<file path="src/rtl/v_display_receiver_pkg.sv">
// Shared constants for the display chunk path: chunk types, payload field
// offsets and the receiver FSM encoding (3 bits, same width as the transmitter).
package v_display_receiver_pkg;
  localparam logic [7:0] CHUNK_TYPE_TX_DISPLAY = 8'd6;
  localparam logic [7:0] CHUNK_TYPE_RX_DISPLAY = 8'd7;

  localparam int PAYLOAD_INDEX_LSB = 0;
  localparam int PAYLOAD_VALUE_LSB = 8;

  typedef enum logic [2:0] {
    ST_IDLE  = 3'd0,
    ST_ACK   = 3'd1,
    ST_WRITE = 3'd2
  } rx_state_e;

  function automatic logic [7:0] payload_index(input logic [15:0] b);
    return b[PAYLOAD_INDEX_LSB +: 8];
  endfunction

  function automatic logic [7:0] payload_value(input logic [15:0] b);
    return b[PAYLOAD_VALUE_LSB +: 8];
  endfunction
endpackage

</file>
<file path="src/rtl/v_byte_buffer_write.sv">
// Byte-addressed register array with single-byte write or full-buffer load.
// o_changed pulses the cycle after an update that altered the content.
module v_byte_buffer_write #(
  parameter int BYTES = 64,
  parameter int IDXW  = 8
) (
  input  logic               CLK,
  input  logic               RST_N,
  input  logic               i_we,
  input  logic [IDXW-1:0]    i_idx,
  input  logic [7:0]         i_val,
  input  logic               i_load,
  input  logic [BYTES*8-1:0] i_load_data,
  output logic [BYTES*8-1:0] o_buf,
  output logic               o_changed
);
  logic [BYTES*8-1:0] r_buf;
  logic [BYTES*8-1:0] w_next;
  logic               r_changed;

  always_comb begin
    w_next = r_buf;
    if (i_load) begin
      w_next = i_load_data;
    end else if (i_we) begin
      for (int i = 0; i < BYTES; i++) begin
        if (i_idx == IDXW'(i)) w_next[i*8 +: 8] = i_val;
      end
    end
  end

  always_ff @(posedge CLK or negedge RST_N) begin
    if (!RST_N) begin
      r_buf     <= '0;
      r_changed <= 1'b0;
    end else begin
      r_buf     <= w_next;
      r_changed <= (w_next != r_buf);
    end
  end

  assign o_buf     = r_buf;
  assign o_changed = r_changed;
endmodule

</file>
<file path="src/rtl/v_display_receiver.sv">
// Consumes display RX chunks (index, value) and writes them into a byte buffer.
// Define V_DISPLAY_RECEIVER_COMMIT_EN for shadow/visible double buffering.
module v_display_receiver
  import v_display_receiver_pkg::*;
#(
  parameter logic [7:0] INTERFACE_RX_CHUNK_TYPE   = CHUNK_TYPE_RX_DISPLAY,
  parameter int         DISPLAY_BUFFER_BYTE_SIZE  = 64,
  parameter int         DISPLAY_BUFFER_INDEX_SIZE = 8
`ifdef V_DISPLAY_RECEIVER_COMMIT_EN
  ,
  parameter logic [7:0] COMMIT_INDEX              = 8'hFF
`endif
) (
  input  logic                                  CLK,
  input  logic                                  RST_N,
  input  logic                                  rx_chunk_valid,
  input  logic [7:0]                            rx_chunk_type,
  input  logic [15:0]                           rx_chunk_bytes,
  output logic                                  rx_chunk_ack,
  output logic [DISPLAY_BUFFER_BYTE_SIZE*8-1:0] display,
  output logic                                  display_updated,
  output logic [7:0]                            write_error_count
);
  localparam int         BYTES = DISPLAY_BUFFER_BYTE_SIZE;
  localparam int         IDXW  = DISPLAY_BUFFER_INDEX_SIZE;
  localparam logic [7:0] SIZE8 = 8'(BYTES);

  rx_state_e  r_state, w_state_nxt;
  logic [7:0] r_idx, r_val, r_err;
  logic       w_match, w_in_range, w_commit, w_wr, w_err_inc;

  assign w_match    = rx_chunk_valid && (rx_chunk_type == INTERFACE_RX_CHUNK_TYPE);
  assign w_in_range = (r_idx < SIZE8);
`ifdef V_DISPLAY_RECEIVER_COMMIT_EN
  assign w_commit   = (r_idx == COMMIT_INDEX);
`else
  assign w_commit   = 1'b0;
`endif

  always_ff @(posedge CLK or negedge RST_N) begin
    if (!RST_N) begin
      r_state <= ST_IDLE;
      r_idx   <= '0;
      r_val   <= '0;
      r_err   <= '0;
    end else begin
      r_state <= w_state_nxt;
      if (r_state == ST_IDLE && w_match) begin
        r_idx <= payload_index(rx_chunk_bytes);
        r_val <= payload_value(rx_chunk_bytes);
      end
      if (w_err_inc && r_err != 8'hFF) r_err <= r_err + 8'd1;
    end
  end

  always_comb begin
    w_state_nxt  = r_state;
    rx_chunk_ack = 1'b0;
    w_wr         = 1'b0;
    w_err_inc    = 1'b0;
    case (r_state)
      ST_IDLE:  if (w_match) w_state_nxt = ST_ACK;
      ST_ACK: begin
        rx_chunk_ack = 1'b1;
        w_state_nxt  = ST_WRITE;
      end
      ST_WRITE: begin
        // Commit marker takes priority even if it happens to be in range.
        if (!w_commit) begin
          w_wr      = w_in_range;
          w_err_inc = !w_in_range;
        end
        w_state_nxt = ST_IDLE;
      end
      default:  w_state_nxt = ST_IDLE;
    endcase
  end

`ifdef V_DISPLAY_RECEIVER_COMMIT_EN
  logic [BYTES*8-1:0] w_shadow;
  logic               w_shadow_chg;

  v_byte_buffer_write #(.BYTES(BYTES), .IDXW(IDXW)) u_shadow (
    .CLK(CLK), .RST_N(RST_N),
    .i_we(w_wr), .i_idx(r_idx[IDXW-1:0]), .i_val(r_val),
    .i_load(1'b0), .i_load_data('0),
    .o_buf(w_shadow), .o_changed(w_shadow_chg)
  );

  v_byte_buffer_write #(.BYTES(BYTES), .IDXW(IDXW)) u_visible (
    .CLK(CLK), .RST_N(RST_N),
    .i_we(1'b0), .i_idx('0), .i_val('0),
    .i_load(r_state == ST_WRITE && w_commit), .i_load_data(w_shadow),
    .o_buf(display), .o_changed(display_updated)
  );
`else
  v_byte_buffer_write #(.BYTES(BYTES), .IDXW(IDXW)) u_visible (
    .CLK(CLK), .RST_N(RST_N),
    .i_we(w_wr), .i_idx(r_idx[IDXW-1:0]), .i_val(r_val),
    .i_load(1'b0), .i_load_data('0),
    .o_buf(display), .o_changed(display_updated)
  );
`endif

  assign write_error_count = r_err;
endmodule

</file>
<file path="config.mk">
export PLATFORM = sky130hd
export DESIGN_NAME = v_display_receiver
export DESIGN_NICKNAME = d
export VERILOG_FILES = /design/src/rtl/v_display_receiver_pkg.sv /design/src/rtl/v_byte_buffer_write.sv /design/src/rtl/v_display_receiver.sv
export SDC_FILE = /design/constraint.sdc
export NUM_CORES = 2
export LEC_CHECK = 0
export BUFFER_PORTS_ARGS = -buffer_cell sky130_fd_sc_hd__buf_2
export CORE_UTILIZATION = 30
export DETAILED_ROUTE_END_ITERATION = 12
export GPL_TIMING_DRIVEN = 1
export HOLD_SLACK_MARGIN = 0.08
export SETUP_SLACK_MARGIN = 0.15
export SYNTH_ARGS = -nofsm -noshare
export SYNTH_HDL_FRONTEND = slang
export SYNTH_SLANG_ARGS = --single-unit
</file>
<file path="constraint.sdc">
create_clock -name CLK -period 4.3 [get_ports CLK]
set_input_delay 1.29 -clock CLK [delete_from_list [all_inputs] [get_ports CLK]]
set_output_delay 1.29 -clock CLK [all_outputs]
set_load 0.05 [all_outputs]
</file>
# Yosys cells after proc, flatten, opt, wreduce, memory -nomap -nowiden
# Index checks and enable logic that the tools add are counted.
# op_classes
eq_ne	69
muxes	70
reduce_logical	6
n_lt_le_gt_ge	1
addsub	1
# ops
operator	n
2-to-1 mux 512 bit	1
2-to-1 mux 8 bit	64
!= test 512 bit	1
== test 8 x 6 -> 1 bit, second input constant	32
== test 8 x 5 -> 1 bit, second input constant	16
== test 8 x 4 -> 1 bit, second input constant	8
== test 8 x 3 -> 1 bit, second input constant	5
== test 8 x 2 -> 1 bit, second input constant	2
adder 8 x 1 -> 8 bit, second input constant	1
== test 8 x 1 -> 1 bit, second input constant	1
logical NOT 8 bit	1
< comparator 8 x 7 -> 1 bit, second input constant	1
!= test 8 bit, second input constant	1
one-hot mux 3 bit (2 select lines)	1
== test 3 x 1 -> 1 bit, second input constant	1
== test 3 x 2 -> 1 bit, second input constant	1
logical AND 1 bit	3
logical NOT 3 bit	1
2-to-1 mux 1 bit	3
2-to-1 mux 3 bit	1
!= test 2 bit, second input constant	1
logical NOT 1 bit	1
# totals
register_bits	540
elab_cells	153
output_inout_bits	522

# Longest topological paths before layout
# depth
depth_word	4
depth_mapped	13
depth_no_buf	9

# Modules after synthesis
# A second synthesis with hierarchy kept.
# unflattened
hier_cells	4912
area_unflattened_um2	39695.6
# by_module_without_submodules
module	n_inst	area_each_um2	cells_per_inst
v_byte_buffer_write	1	38555.7	4825
v_display_receiver	1	1139.8	87

# Worst setup path before layout
# Ideal clock, no wire load.
# synth_timing
path_type	register -> register
startpoint	register r_idx[0]
endpoint	register u_visible.r_changed (netlist: u_visible.o_changed)
t_arrival_ns	2.521
path_slack_ns	1.641
stages_incl_launch_ff	12
setup_time_ns	0.138
path_cell_list	dfrtp_1 > buf_2 > or4bb_4 > buf_12 > o22ai_1 > and3_1 > or4_1 > a2111oi_0 > nand4_1 > nor4_1 > and4b_1 > nand4_1
# synth_via
elab_chain_cells	4
# synth_rtl
element	line	text
start: declaration	v_display_receiver.sv:29	logic [7:0] r_idx, r_val, r_err;
start signal: assignment	v_display_receiver.sv:49	r_idx <= payload_index(rx_chunk_bytes);
< comparator 8 x 7 -> 1 bit (tied with other cells)	v_display_receiver.sv:33	assign w_in_range = (r_idx < SIZE8);
2-to-1 mux 1 bit or 2-to-1 mux 8 bit (tied branches)	v_display_receiver.sv:61, v_byte_buffer_write.sv:27	
2-to-1 mux 512 bit (*)	v_byte_buffer_write.sv:25	end else if (i_we) begin
!= test 512 bit (*)	v_byte_buffer_write.sv:38	r_changed <= (w_next != r_buf);
end signal: assignment	v_byte_buffer_write.sv:38	
end: declaration	v_byte_buffer_write.sv:19	logic r_changed;
# Every way passes the cells marked *; elsewhere a longest branch is shown, timed or not.
# A chain may end at the register's enable or synchronous reset.

# Worst setup path after layout
# layout_timing
startpoint	register r_val[0]
endpoint	register u_visible.r_changed (netlist: u_visible.o_changed)
# layout_via
elab_chain_cells	3
# layout_rtl
element	line	text
start: declaration	v_display_receiver.sv:29	
start signal: assignment	v_display_receiver.sv:50	r_val <= payload_value(rx_chunk_bytes);
2-to-1 mux 8 bit	v_byte_buffer_write.sv:27	if (i_idx == IDXW'(i)) w_next[i*8 +: 8] = i_val;
2-to-1 mux 512 bit (*)	v_byte_buffer_write.sv:25	
!= test 512 bit (*)	v_byte_buffer_write.sv:38	
# Marked as above.

==> metrics <==
status finished clean; CP max stage cell o41ai_1; Syn-to-layout area delta 39.5%; pin count of the biggest net entering global routing 95; Worst VDD drop 0.000334 V; Pwr Density 302 nW/µm²; Synth Flop Type dfrtp_1; maximum buffer depth of the clock tree 3; Ports 549; RSZ-0062 raised after global routing no; Synth Net Count 3,282; H-tree depth 2; Total GRT Usage 0.603; Max Freq 237 MHz; DR iter-0 viols 7,516; area fraction of the dominant cell type after synthesis 0.470; Die X-Extent 311 µm; EDFF count, synth 0; Synth cell types 87; cell count along the critical path 12; register area 13,500 µm²; Slew @ Worst Pin 1370 ps; Synth area leader dfrtp_1; cell mode on critical path buf_4; Detail Route Antenna Nets 0; worst path cell trace clkinv_2, buf_12, buf_4, o32a_1, o41ai_1, buf_4, nor3_1, nand3_1, or4_1, nor4_2, buf_4, nand4_1; Buffers on Ports 548; non-filler cells, final 5,607; flops & latches, synth 539; Final nets 4,274; first-pass GRT wire length 379,000 µm; register area share after synthesis 0.470; Critical Path AT 4870 ps; number of vias per cell 7.07; worst r2r path cells 12; TritonCTS clock tree built; clk_skew 23.2 ps; delay-heaviest family, CP buffers and inverters; mapped cell area 28,700 µm²; setup TNS 0 ps; placed insts 5,449; Initial Util 0.303; Mapped Cells 3,254; total CTS buffers 57; GPL Wtd Cong 1.20; Placed Area 37,900 µm²; Die Y 311 µm; final setup vio count 0; Std-Cell Rows 113; Die Footprint 97,000 µm²; crit path kind reg -> reg; core area 94,900 µm²; largest cells by area after synthesis dfrtp_1 47%, o21ai_0 9.0%, nand2_1 8.1%; WP buf/inv 5; area of the multi-input gates 13,600 µm²; Mean Syn Cell Area 8.82 µm²; routed vias 39.6k; insertion delay to the later sink of the worst-skew pair 710 ps; vias in the first global route 34.7k; layout cells sized above 1 0.342; CTS root buf clkbuf_16; Ys Warns 0; max-slew violations 0; CTS Sinks 539; Pleak 18.8 nW; Critical Path Fanout Max 18; final hold violations 0; Setup crit start kind flip-flop; cell area after layout 40,100 µm²; first-pass detailed-route iteration total 7; FILL cells 9,483; worst min path class reg -> reg; Req. time, crit path 4950 ps; Final period util 0.983; Clock transition at path regs 70 ps; WL/cell 53.8 µm; Max-cap violations 0; DPL Wire Length 238,000 µm; fin crit period 4230 ps; initial antenna violation count 51; post-synthesis async set-or-reset flop share 1.00; CTS Hold Bufs 0; WL final 302,000 µm; DRC Markers 0; Slew HR 0.0779; Worst Setup End Kind flip-flop; slowest stage delay, CP 950 ps; cell depth of the worst hold path 1; GRT overflow 0; total power 12.1 mW
per-layer routing:
layer,part of all wire,wire [µm],track usage
met1,0.37,111000,0.726
met2,0.38,114000,0.786
met3,0.15,45800,0.318
met4,0.10,30400,0.489
met5,0.0014,437,0.0114
cells in the final DEF (no fill, tap or decap), types with 75 or more instances in the layout:
cell type  Yosys  routed
nand3_1       82      82
buf_4          6     621
nand4_1       81      81
o21ai_0      517     517
dfrtp_1      539     533
nor2_1        81      80
inv_1         86      80
buf_12         2      75
o22ai_1      128     128
buf_2         55     547
nand2_1      622     622
a22oi_1      114     113
stage by stage:
step	hold WS (ps)	utilization	setup slack, ps
floorplan	489	-	1640
global placement	480	0.399	141
detailed placement	496	0.399	153
CTS	506	0.420	174
global route	530	0.421	163
finish	503	0.422	72.6
Yosys cell counts (all sizes together) (6+ instances only):
library cell  count
a21oi            39
a32oi            33
o22ai           128
a211oi           10
o32ai            54
and3             23
o31ai             7
mux2             30
a221oi           13
or3              23
buf              87
o221ai           17
o41ai             6
dfrtp           539
o32a             13
nand4            83
a31oi            28
nor3             71
a22oi           114
a2bb2oi           6
o311ai           14
o21ai           517
a22o             19
a311oi            6
nor2             84
nor2b            14
nor4b             9
inv              86
nand2           624
clkbuf          225
nand2b           13
or4               9
a32o              9
nand3            83
mux2i             7
nor4             84
a2111oi           8
a222oi           29
o22a             12
report_power, final:
part	internal, mW	switching [mW]
combinational	0.400	1.28
clock	2.98	2.31
sequential	5.09	0.0605
worst paths after layout:
path | to | startpoint | slack, ps
max | u_visible.o_changed | r_val[0] | 70
min | write_error_count[6] | write_error_count[6] | 500
max reg2reg | u_visible.o_changed | r_val[0] | 70
min reg2reg | write_error_count[6] | write_error_count[6] | 500
max in group asynchronous | u_visible.o_buf[472] | RST_N | 2540
min in group asynchronous | u_visible.o_buf[142] | RST_N | 590
flip-flops by register name (all words and copies together), names as in the netlist:
| register | count |
|---|---|
| u_visible.o_buf | 512 |
| r_idx | 8 |
| r_val | 8 |
| write_error_count | 8 |
| r_state | 2 |
| u_visible.o_changed | 1 |
cell type report:
class	count	share of cell area
inverters	89	0.00859
diodes	49	0.00306
well taps	1265	0.0395
flip-flops and latches	539	0.337
clock inverters	28	0.00703
clock buffers	78	0.0419
multi-input cells	2314	0.340
repair buffers	1245	0.223
worst register-to-register path, stage by stage (launching register included):
cell and delay [ps]:
dfrtp_2 660, clkinv_2 460, buf_12 340, buf_4 240
o32a_1 280, o41ai_1 950, buf_4 290, nor3_1 60
nand3_1 90, or4_1 400, nor4_2 140, buf_4 160
nand4_1 80
kinds of logic (layout without fill, tap and decap cells):
logic type                 after synthesis  count (layout)  synth area share
DFF                                    539             539             0.470
muxes                                   37              37            0.0142
adders and majority gates                1               1          0.000436
xor gates and xnor gates                 8               8           0.00244
buffers and inverters                  401            1440            0.0599
AOI/OAI and AO/OA                     1117            1117             0.251
and+or+nand+nor                       1151            1151             0.202
other                                    0              49                 0
repair_timing:
action                     CTS  global route
resized for setup            1             7
setup endpoints to repair    1             1
setup buffers                0             2
pin swaps                    0             1
Power figures use the tool's default switching activity.
